File: config.mk
export PLATFORM = sky130hd
export DESIGN_NAME = rng_seq_ctrl
export DESIGN_NICKNAME = d
export VERILOG_FILES = /design/src/rtl/rng_pkg.sv /design/src/rtl/rng_seq_ctrl.sv
export SDC_FILE = /design/constraint.sdc
export NUM_CORES = 1
export LEC_CHECK = 0
export CORE_AREA = 3 3 132 134
export CTS_CLUSTER_SIZE = 25
export DETAILED_ROUTE_END_ITERATION = 16
export DIE_AREA = 0 0 135 137
export HOLD_SLACK_MARGIN = 0.06
export PLACE_DENSITY = 0.77
export SYNTH_ARGS = -nofsm -noshare
export SYNTH_HDL_FRONTEND = slang
export SYNTH_SLANG_ARGS = --single-unit
export TNS_END_PERCENT = 1
File: constraint.sdc
create_clock -name ACLK -period 2.4 [get_ports ACLK]
set_input_delay 0.72 -clock ACLK [delete_from_list [all_inputs] [get_ports ACLK]]
set_output_delay 0.72 -clock ACLK [all_outputs]
set_load 0.01 [all_outputs]
File: src/rtl/rng_pkg.sv
// Shared definitions for the RNG sequencing controller: FSM encoding,
// RNG slave register offsets and AXI response codes.
package rng_pkg;

  typedef enum logic [3:0] {
    IDLE,
    SEED_W,
    SEED_B,
    RD_AR,
    RD_R,
    OUT,
    CNT_AR,
    CNT_R,
    DONE
  } state_t;

  localparam logic [31:0] OFF_RNG  = 32'h0000_0000;
  localparam logic [31:0] OFF_SEED = 32'h0000_0008;
  localparam logic [31:0] OFF_CNT  = 32'h0000_000C;

  localparam logic [1:0] RESP_OKAY   = 2'b00;
  localparam logic [1:0] RESP_SLVERR = 2'b10;

endpackage

File: src/rtl/rng_seq_ctrl.sv
// AXI master that seeds an RNG slave, streams a requested number of random
// words to a ready/valid consumer, then reads back the slave's word counter.
module rng_seq_ctrl
  import rng_pkg::*;
#(
  parameter logic [31:0] BASE_ADDR = 32'h0000_0000,
  parameter logic [15:0] AXI_ID    = 16'h0001
) (
  input  logic        ACLK,
  input  logic        ARESETn,
  input  logic        start,
  input  logic [31:0] seed_in,
  input  logic [7:0]  count_in,
  output logic        busy,
  output logic        done,
  output logic        error,
  output logic [31:0] rd_count,
  output logic [31:0] out_data,
  output logic        out_valid,
  input  logic        out_ready,
  output logic [15:0] AWID,
  output logic [31:0] AWADDR,
  output logic [3:0]  AWLEN,
  output logic [2:0]  AWSIZE,
  output logic [1:0]  AWBURST,
  output logic        AWVALID,
  input  logic        AWREADY,
  output logic [31:0] WDATA,
  output logic [7:0]  WSTRB,
  output logic        WVALID,
  input  logic        WREADY,
  input  logic [15:0] BID,
  input  logic [1:0]  BRESP,
  input  logic        BVALID,
  output logic        BREADY,
  output logic [15:0] ARID,
  output logic [31:0] ARADDR,
  output logic [3:0]  ARLEN,
  output logic [2:0]  ARSIZE,
  output logic [1:0]  ARBURST,
  output logic        ARVALID,
  input  logic        ARREADY,
  input  logic [15:0] RID,
  input  logic [31:0] RDATA,
  input  logic [1:0]  RRESP,
  input  logic        RLAST,
  input  logic        RVALID,
  output logic        RREADY
);

  state_t      state, state_d;
  logic [31:0] seed_q;
  logic [7:0]  remain;
  logic        aw_done, w_done;
  logic        aw_fin, w_fin;
  logic        b_bad, r_bad;

  assign AWID    = AXI_ID;
  assign ARID    = AXI_ID;
  assign AWLEN   = 4'd0;
  assign ARLEN   = 4'd0;
  assign AWSIZE  = 3'b010;
  assign ARSIZE  = 3'b010;
  assign AWBURST = 2'b01;
  assign ARBURST = 2'b01;
  assign WSTRB   = 8'h0F;
  assign AWADDR  = BASE_ADDR + OFF_SEED;
  assign WDATA   = seed_q;

  // A channel counts as finished once its handshake has happened, including this cycle.
  assign aw_fin = aw_done | (AWVALID & AWREADY);
  assign w_fin  = w_done  | (WVALID  & WREADY);
  assign b_bad  = (BRESP != RESP_OKAY) || (BID != AXI_ID);
  assign r_bad  = (RRESP != RESP_OKAY) || (RID != AXI_ID) || !RLAST;

  always_ff @(posedge ACLK or negedge ARESETn) begin
    if (!ARESETn) state <= IDLE;
    else          state <= state_d;
  end

  always_comb begin
    state_d   = state;
    busy      = 1'b1;
    done      = 1'b0;
    out_valid = 1'b0;
    AWVALID   = 1'b0;
    WVALID    = 1'b0;
    BREADY    = 1'b0;
    ARVALID   = 1'b0;
    ARADDR    = BASE_ADDR + OFF_RNG;
    RREADY    = 1'b0;
    case (state)
      IDLE: begin
        busy = 1'b0;
        if (start) state_d = SEED_W;
      end
      SEED_W: begin
        AWVALID = !aw_done;
        WVALID  = !w_done;
        if (aw_fin && w_fin) state_d = SEED_B;
      end
      SEED_B: begin
        BREADY = 1'b1;
        if (BVALID) state_d = b_bad ? DONE : ((remain != 8'd0) ? RD_AR : CNT_AR);
      end
      RD_AR: begin
        ARVALID = 1'b1;
        if (ARREADY) state_d = RD_R;
      end
      RD_R: begin
        RREADY = 1'b1;
        if (RVALID) state_d = r_bad ? DONE : OUT;
      end
      OUT: begin
        out_valid = 1'b1;
        // remain is at least one here, so more words are due only if it exceeds one
        if (out_ready) state_d = (remain > 8'd1) ? RD_AR : CNT_AR;
      end
      CNT_AR: begin
        ARVALID = 1'b1;
        ARADDR  = BASE_ADDR + OFF_CNT;
        if (ARREADY) state_d = CNT_R;
      end
      CNT_R: begin
        RREADY = 1'b1;
        if (RVALID) state_d = DONE;
      end
      DONE: begin
        busy    = 1'b0;
        done    = 1'b1;
        state_d = IDLE;
      end
      default: begin
        busy    = 1'b0;
        state_d = IDLE;
      end
    endcase
  end

  always_ff @(posedge ACLK or negedge ARESETn) begin
    if (!ARESETn) begin
      seed_q   <= 32'd0;
      remain   <= 8'd0;
      aw_done  <= 1'b0;
      w_done   <= 1'b0;
      error    <= 1'b0;
      out_data <= 32'd0;
      rd_count <= 32'd0;
    end else begin
      case (state)
        IDLE: begin
          if (start) begin
            seed_q  <= seed_in;
            remain  <= count_in;
            error   <= 1'b0;
            aw_done <= 1'b0;
            w_done  <= 1'b0;
          end
        end
        SEED_W: begin
          if (AWVALID && AWREADY) aw_done <= 1'b1;
          if (WVALID && WREADY)   w_done  <= 1'b1;
        end
        SEED_B: begin
          if (BVALID && b_bad) error <= 1'b1;
        end
        RD_R: begin
          // A bad beat is dropped so the consumer never sees it.
          if (RVALID) begin
            if (r_bad) error    <= 1'b1;
            else       out_data <= RDATA;
          end
        end
        OUT: begin
          if (out_ready && remain != 8'd0) remain <= remain - 8'd1;
        end
        CNT_R: begin
          if (RVALID) begin
            if (r_bad) error    <= 1'b1;
            else       rd_count <= RDATA;
          end
        end
        default: ;
      endcase
    end
  end

endmodule
---- Yosys cells after proc, flatten, opt, wreduce, memory -nomap -nowiden ----
Index checks and enable logic that the tools add are counted.
storage, ports and cells
  logic and storage cells ................. 102
  bits in read-only memories .............. 0
  latch bits .............................. 0
  memories ................................ 0
  output and inout port bits .............. 227
  bits in registers ....................... 111
  RAM bits ................................ 0
  input bits .............................. 118
operators by class
  order comparisons ....................... 1
  reductions and logical operators ........ 29
  multiply operators ...................... 0
  shift operators ......................... 0
  $add $sub $neg .......................... 1
  div/mod/pow operators ................... 0
  equal/unequal tests ..................... 24
  bitwise logic cells ..................... 5
  mux-type cells .......................... 34
operators with widths
  operator             number
  $mux 4               11
  $ne 16x1->1 const B  2
  $pmux 4 s8           1
  $ne 2x2->1 const B   12
  $eq 4x3->1 const B   4
  $mux 8               2
  $pmux 8 s2           1
  $reduce_and 3->1     5
  $mux 1               14
  $eq 4x2->1 const B   2
  $gt 8x1->1 const B   1
  $reduce_and 8->1     1
  $reduce_bool 2->1    4
  $reduce_bool 8->1    1
  $sub 8x1->8 const B  1
  $reduce_or 7->1      1
  $mux 3               2
  $logic_and 1x1->1    5
  $reduce_and 5->1     1
  $eq 4x1->1 const B   1
  $eq 4x4->1 const B   1
  $logic_not 4->1      1
  $ne 2x1->1 const B   2
  $pmux 1 s2           2
  other kinds (9)      16

---- Longest topological paths before layout ----
  depth in word-level cells ............... 7
  mapped depth ............................ 8
  mapped depth without buffers ............ 7

---- Worst setup path before layout ----
Ideal clock, no wire load.
  kind .................................... input port to flip-flop
  start ................................... input RID[3]
  end ..................................... register rd_count[10]
  path buffers ............................ 2
  stages .................................. 7
  path slack .............................. 0.142 ns
  data arrival time ....................... 2.133 ns
  cell sequence ........................... nor4b_2 > nand3_2 > nor3_4 > and4_4 > buf_8 > buf_12 > mux2_4
on the way
  word-level cells in the longest chain between the ends .. 5
ends and longest elaborated chain
  what                           line                 text
  start, declared                rng_seq_ctrl.sv:43   input logic [15:0] RID,
  $ne 16x1->1                    rng_seq_ctrl.sv:74   assign r_bad = (RRESP != RESP_OKAY) || (RID != AXI_ID) || !RLAST;
  $logic_or 1x1->1 (2 in a row)  rng_seq_ctrl.sv:74
  $not 1->1 (no line)            n/a
  $reduce_and 3->1 (no line)     n/a
  end signal, assigned           rng_seq_ctrl.sv:148  rd_count <= 32'd0;
  end signal, assigned           rng_seq_ctrl.sv:180  else rd_count <= RDATA;
  end, declared                  rng_seq_ctrl.sv:17   output logic [31:0] rd_count,
Every way passes these cells.
A chain may end at the register's enable or synchronous reset.

---- Worst setup path after layout ----
  start ................................... input RRESP[1]
  end ..................................... register rd_count[17]
on the way
  word-level cells in the longest chain between the ends .. 5
ends and longest elaborated chain
  what                           line                text
  start, declared                rng_seq_ctrl.sv:45  input logic [1:0] RRESP,
  $reduce_bool 2->1              rng_seq_ctrl.sv:74
  $logic_or 1x1->1 (2 in a row)  rng_seq_ctrl.sv:74
  $not 1->1 (no line)            n/a
  $reduce_and 3->1 (no line)     n/a
Every way passes these cells.

==> impl_metrics.env <==
export IMPL_layout_commonest_cell="clkdlybuf4s50_1"
export IMPL_period_minus_slack_ns=2.34
export IMPL_htree_levels=3
export IMPL_diodes=0
export IMPL_cts_tree="yes"
export IMPL_synth_cell_types=58
export IMPL_maxCapViolCount=0
export IMPL_cp_end_kind="flop"
export IMPL_wl_per_cell_um=14.5
export IMPL_ctsRootBufferMaster="clkbuf_16"
export IMPL_rsz0062_at_grt="yes"
export IMPL_setup_viol=0
export IMPL_clk_latency_ns=0.36
export IMPL_cpPeakStageDelay_ns=0.40
export IMPL_path_delay_family="simple AND/OR/NAND/NOR gates"
export IMPL_timing_rr_start="remain[2]"
export IMPL_synth_top_area_cell="dfrtp_1"
export IMPL_synth_seq_cells=111
export IMPL_cts_setup_buffers=0
export IMPL_synthArstFlopShare_pct=100
export IMPL_dp_slack_ns=-0.384
export IMPL_worstSetupPathType="input pin to flop"
export IMPL_cp_startpoint="RRESP[1]"
export IMPL_ys_flop_type="dfrtp_1"
export IMPL_grt_pass1_vias=4185
export IMPL_routed_wl_mm=14.8
export IMPL_grt_max_degree=43
export IMPL_via_per_inst=4.38
export IMPL_max_freq_ghz=0.427
export IMPL_layout_common_cells="clkdlybuf4s50_1 (209), conb_1 (120), dfrtp_1 (109), nand2_1 (108), mux2_2 (33)"
export IMPL_fin_skew_ns=0.00836
export IMPL_initial_core_util_pct=36.2
export IMPL_drc=0
export IMPL_p_switching_mw=2.36
export IMPL_finalWorstSetupSlack_ns=0.0566
export IMPL_synth_edff_count=0
export IMPL_p_int_mw=4.31
export IMPL_grt_usage_pct=15.0
export IMPL_cp_required_ns=2.64
export IMPL_cts_buffer_depth=2
export IMPL_hpwlAfterDp_mm=11.4
export IMPL_status="completed"
export IMPL_p_per_area_mw_per_mm2=791
export IMPL_cts_hold_buf=0
export IMPL_hold_viol=0
export IMPL_power_leakage_nw=4.07
export IMPL_whs_ns=0.299
export IMPL_fin_util_pct=51.4
export IMPL_synthTopCellsByArea="dfrtp_1 (47%), buf_4 (15%), mux2_4 (7.6%), nand2_1 (6.8%), mux2_2 (6.3%)"
export IMPL_io_buffers=224
export IMPL_rows=47
export IMPL_synthCells=555
export IMPL_dr_first_iter_drc_count=120
export IMPL_overflow=0
export IMPL_grt_pass1_wl_mm=21.9
export IMPL_slowest_stage="clkdlybuf4s50_1"
export IMPL_post_synth_top_area_fraction_pct=46.8
export IMPL_ios=345
export IMPL_drive_gt1_share_pct=16.1
export IMPL_antenna_found_initial=0
export IMPL_antenna_left=0
export IMPL_core_area_mm2=0.0164
export IMPL_final_max_slew_viol_count=0
export IMPL_dieArea_mm2=0.0185
export IMPL_vias=4462
export IMPL_ys_seq_area_share_pct=46.8
export IMPL_min_path_type="input pin to asynchronous set/reset pin"
export IMPL_numCtsBuffers=9
export IMPL_fp_dieW_um=135
export IMPL_seq_power_share_pct=37.5
export IMPL_yosys_warnings=0
export IMPL_arrival_ns=2.59
export IMPL_clock_sinks=111
export IMPL_setup_tns_ns=0
export IMPL_drt_pre_antenna_iters=4
export IMPL_finalNetCount=915
export IMPL_clk_pin_slew_ns=0.08
export IMPL_gp_congestion=0.858
export IMPL_crit_buf_inv=2
export IMPL_syn_avg_cell_area_um2=10.7
export IMPL_p_sw_share_pct=35.4
export IMPL_combinationalPowerShare_pct=39.6
export IMPL_cp_start_kind="input pin"
export IMPL_die_h_um=137
export IMPL_power_frac_clock_pct=22.8
export IMPL_timing_final_crit_share_pct=97.6
export IMPL_synth_cell_area_mm2=0.00594
export IMPL_ir_worst_vdd_uv=414
export IMPL_crit_chain="clkdlybuf4s50_1 > nor4_1 > nand2_1 > nor3_4 > and4_4 > buf_12 > mux2_4"
export IMPL_area_growth_pct=42.0
export IMPL_crit_fanout=19
## final cells by class
class	instances	area (um^2)
fillers	1444	7980
flip-flops and latches	111	2780
repair buffers	253	2530
multi-input cells	413	2520
well taps	220	275
clock buffers	9	225
clock inverters	7	67.6
inverters	6	22.5
## path summary, 6_finish.rpt
kind,to,slack [ns],cells after the start
worst max-delay path,rd_count[17],0.06,7
worst min-delay path,out_data[16],0.30,1
worst max register to register,remain[7],0.51,5
worst min register to register,WDATA[14],0.47,2
max in group asynchronous,state[0],1.51,2
min in group ACLK,WDATA[14],0.47,2
## registers in the layout, indices dropped and copies added (netlist names)
name      flops
WDATA        32
aw_done       1
error         1
out_data     32
rd_count     32
remain        8
state         4
w_done        1
## worst register-to-register path, stage by stage (launching register included)
cell,delay [ns]
dfrtp_1,0.43
nor3_1,0.41
nand3_2,0.21
a31oi_4,0.46
a21oi_1,0.09
o22a_1,0.19
## power by group through the flow
stage                     sequential, mW  clock, mW  combinational, mW
final                               2.50       1.52               2.64
after global routing                2.56       1.65               2.92
after CTS                           2.50       1.59               2.65
after detailed placement            2.53          0               2.67
after global placement              2.51          0               2.63
after floorplan                     2.60          0               1.33
## logic make-up (layout without fill, tap and decap cells)
kind of cell	after synthesis	in the layout	share of synthesized area, %
muxes	64	64	14.0
DFF	111	111	46.8
xor gates and xnor gates	2	2	0.295
AOI/OAI and AO/OA	46	46	5.23
adders and majority gates	3	3	0.632
other	2	120	0.127
buffers and inverters	149	275	18.7
and+or+nand+nor	178	178	14.2
## synth_stat cells (all sizes together) (3+ instances only)
cell and count:
a31oi 4, nor4 7, o22a 3, nand3 6, ha 3, a21oi 12, mux2 64, nor3 8
dfrtp 111, inv 6, clkbuf 9, nor2b 3, buf 134, o21ai 12, nor4b 4, nand2b 5
nand2 108, nor2 23
## what timing repair did
item | in CTS | in global routing
resized for setup | 14 | 13
pin swaps | 1 | 1
endpoints found under the setup margin | 11 | 58
## metal layers
layer / up-vias / routed length (um) / global-route usage, %
met5: - / 0 / 0
met4: 0 / 172 / 4.37
met3: 13 / 1330 / 3.82
met2: 227 / 7070 / 24.7
met1: 2138 / 6200 / 19.7
li1: 2084 / - / -
## per-stage QoR
stage	area [um^2]	power [mW]	instances
after floorplan	6380	3.93	673
after global placement	8100	5.14	1003
after detailed placement	8100	5.19	1003
after CTS	8390	6.74	1019
after global routing	8430	7.14	1019
final	8430	6.67	1019
(Power assumes the default switching activity.)
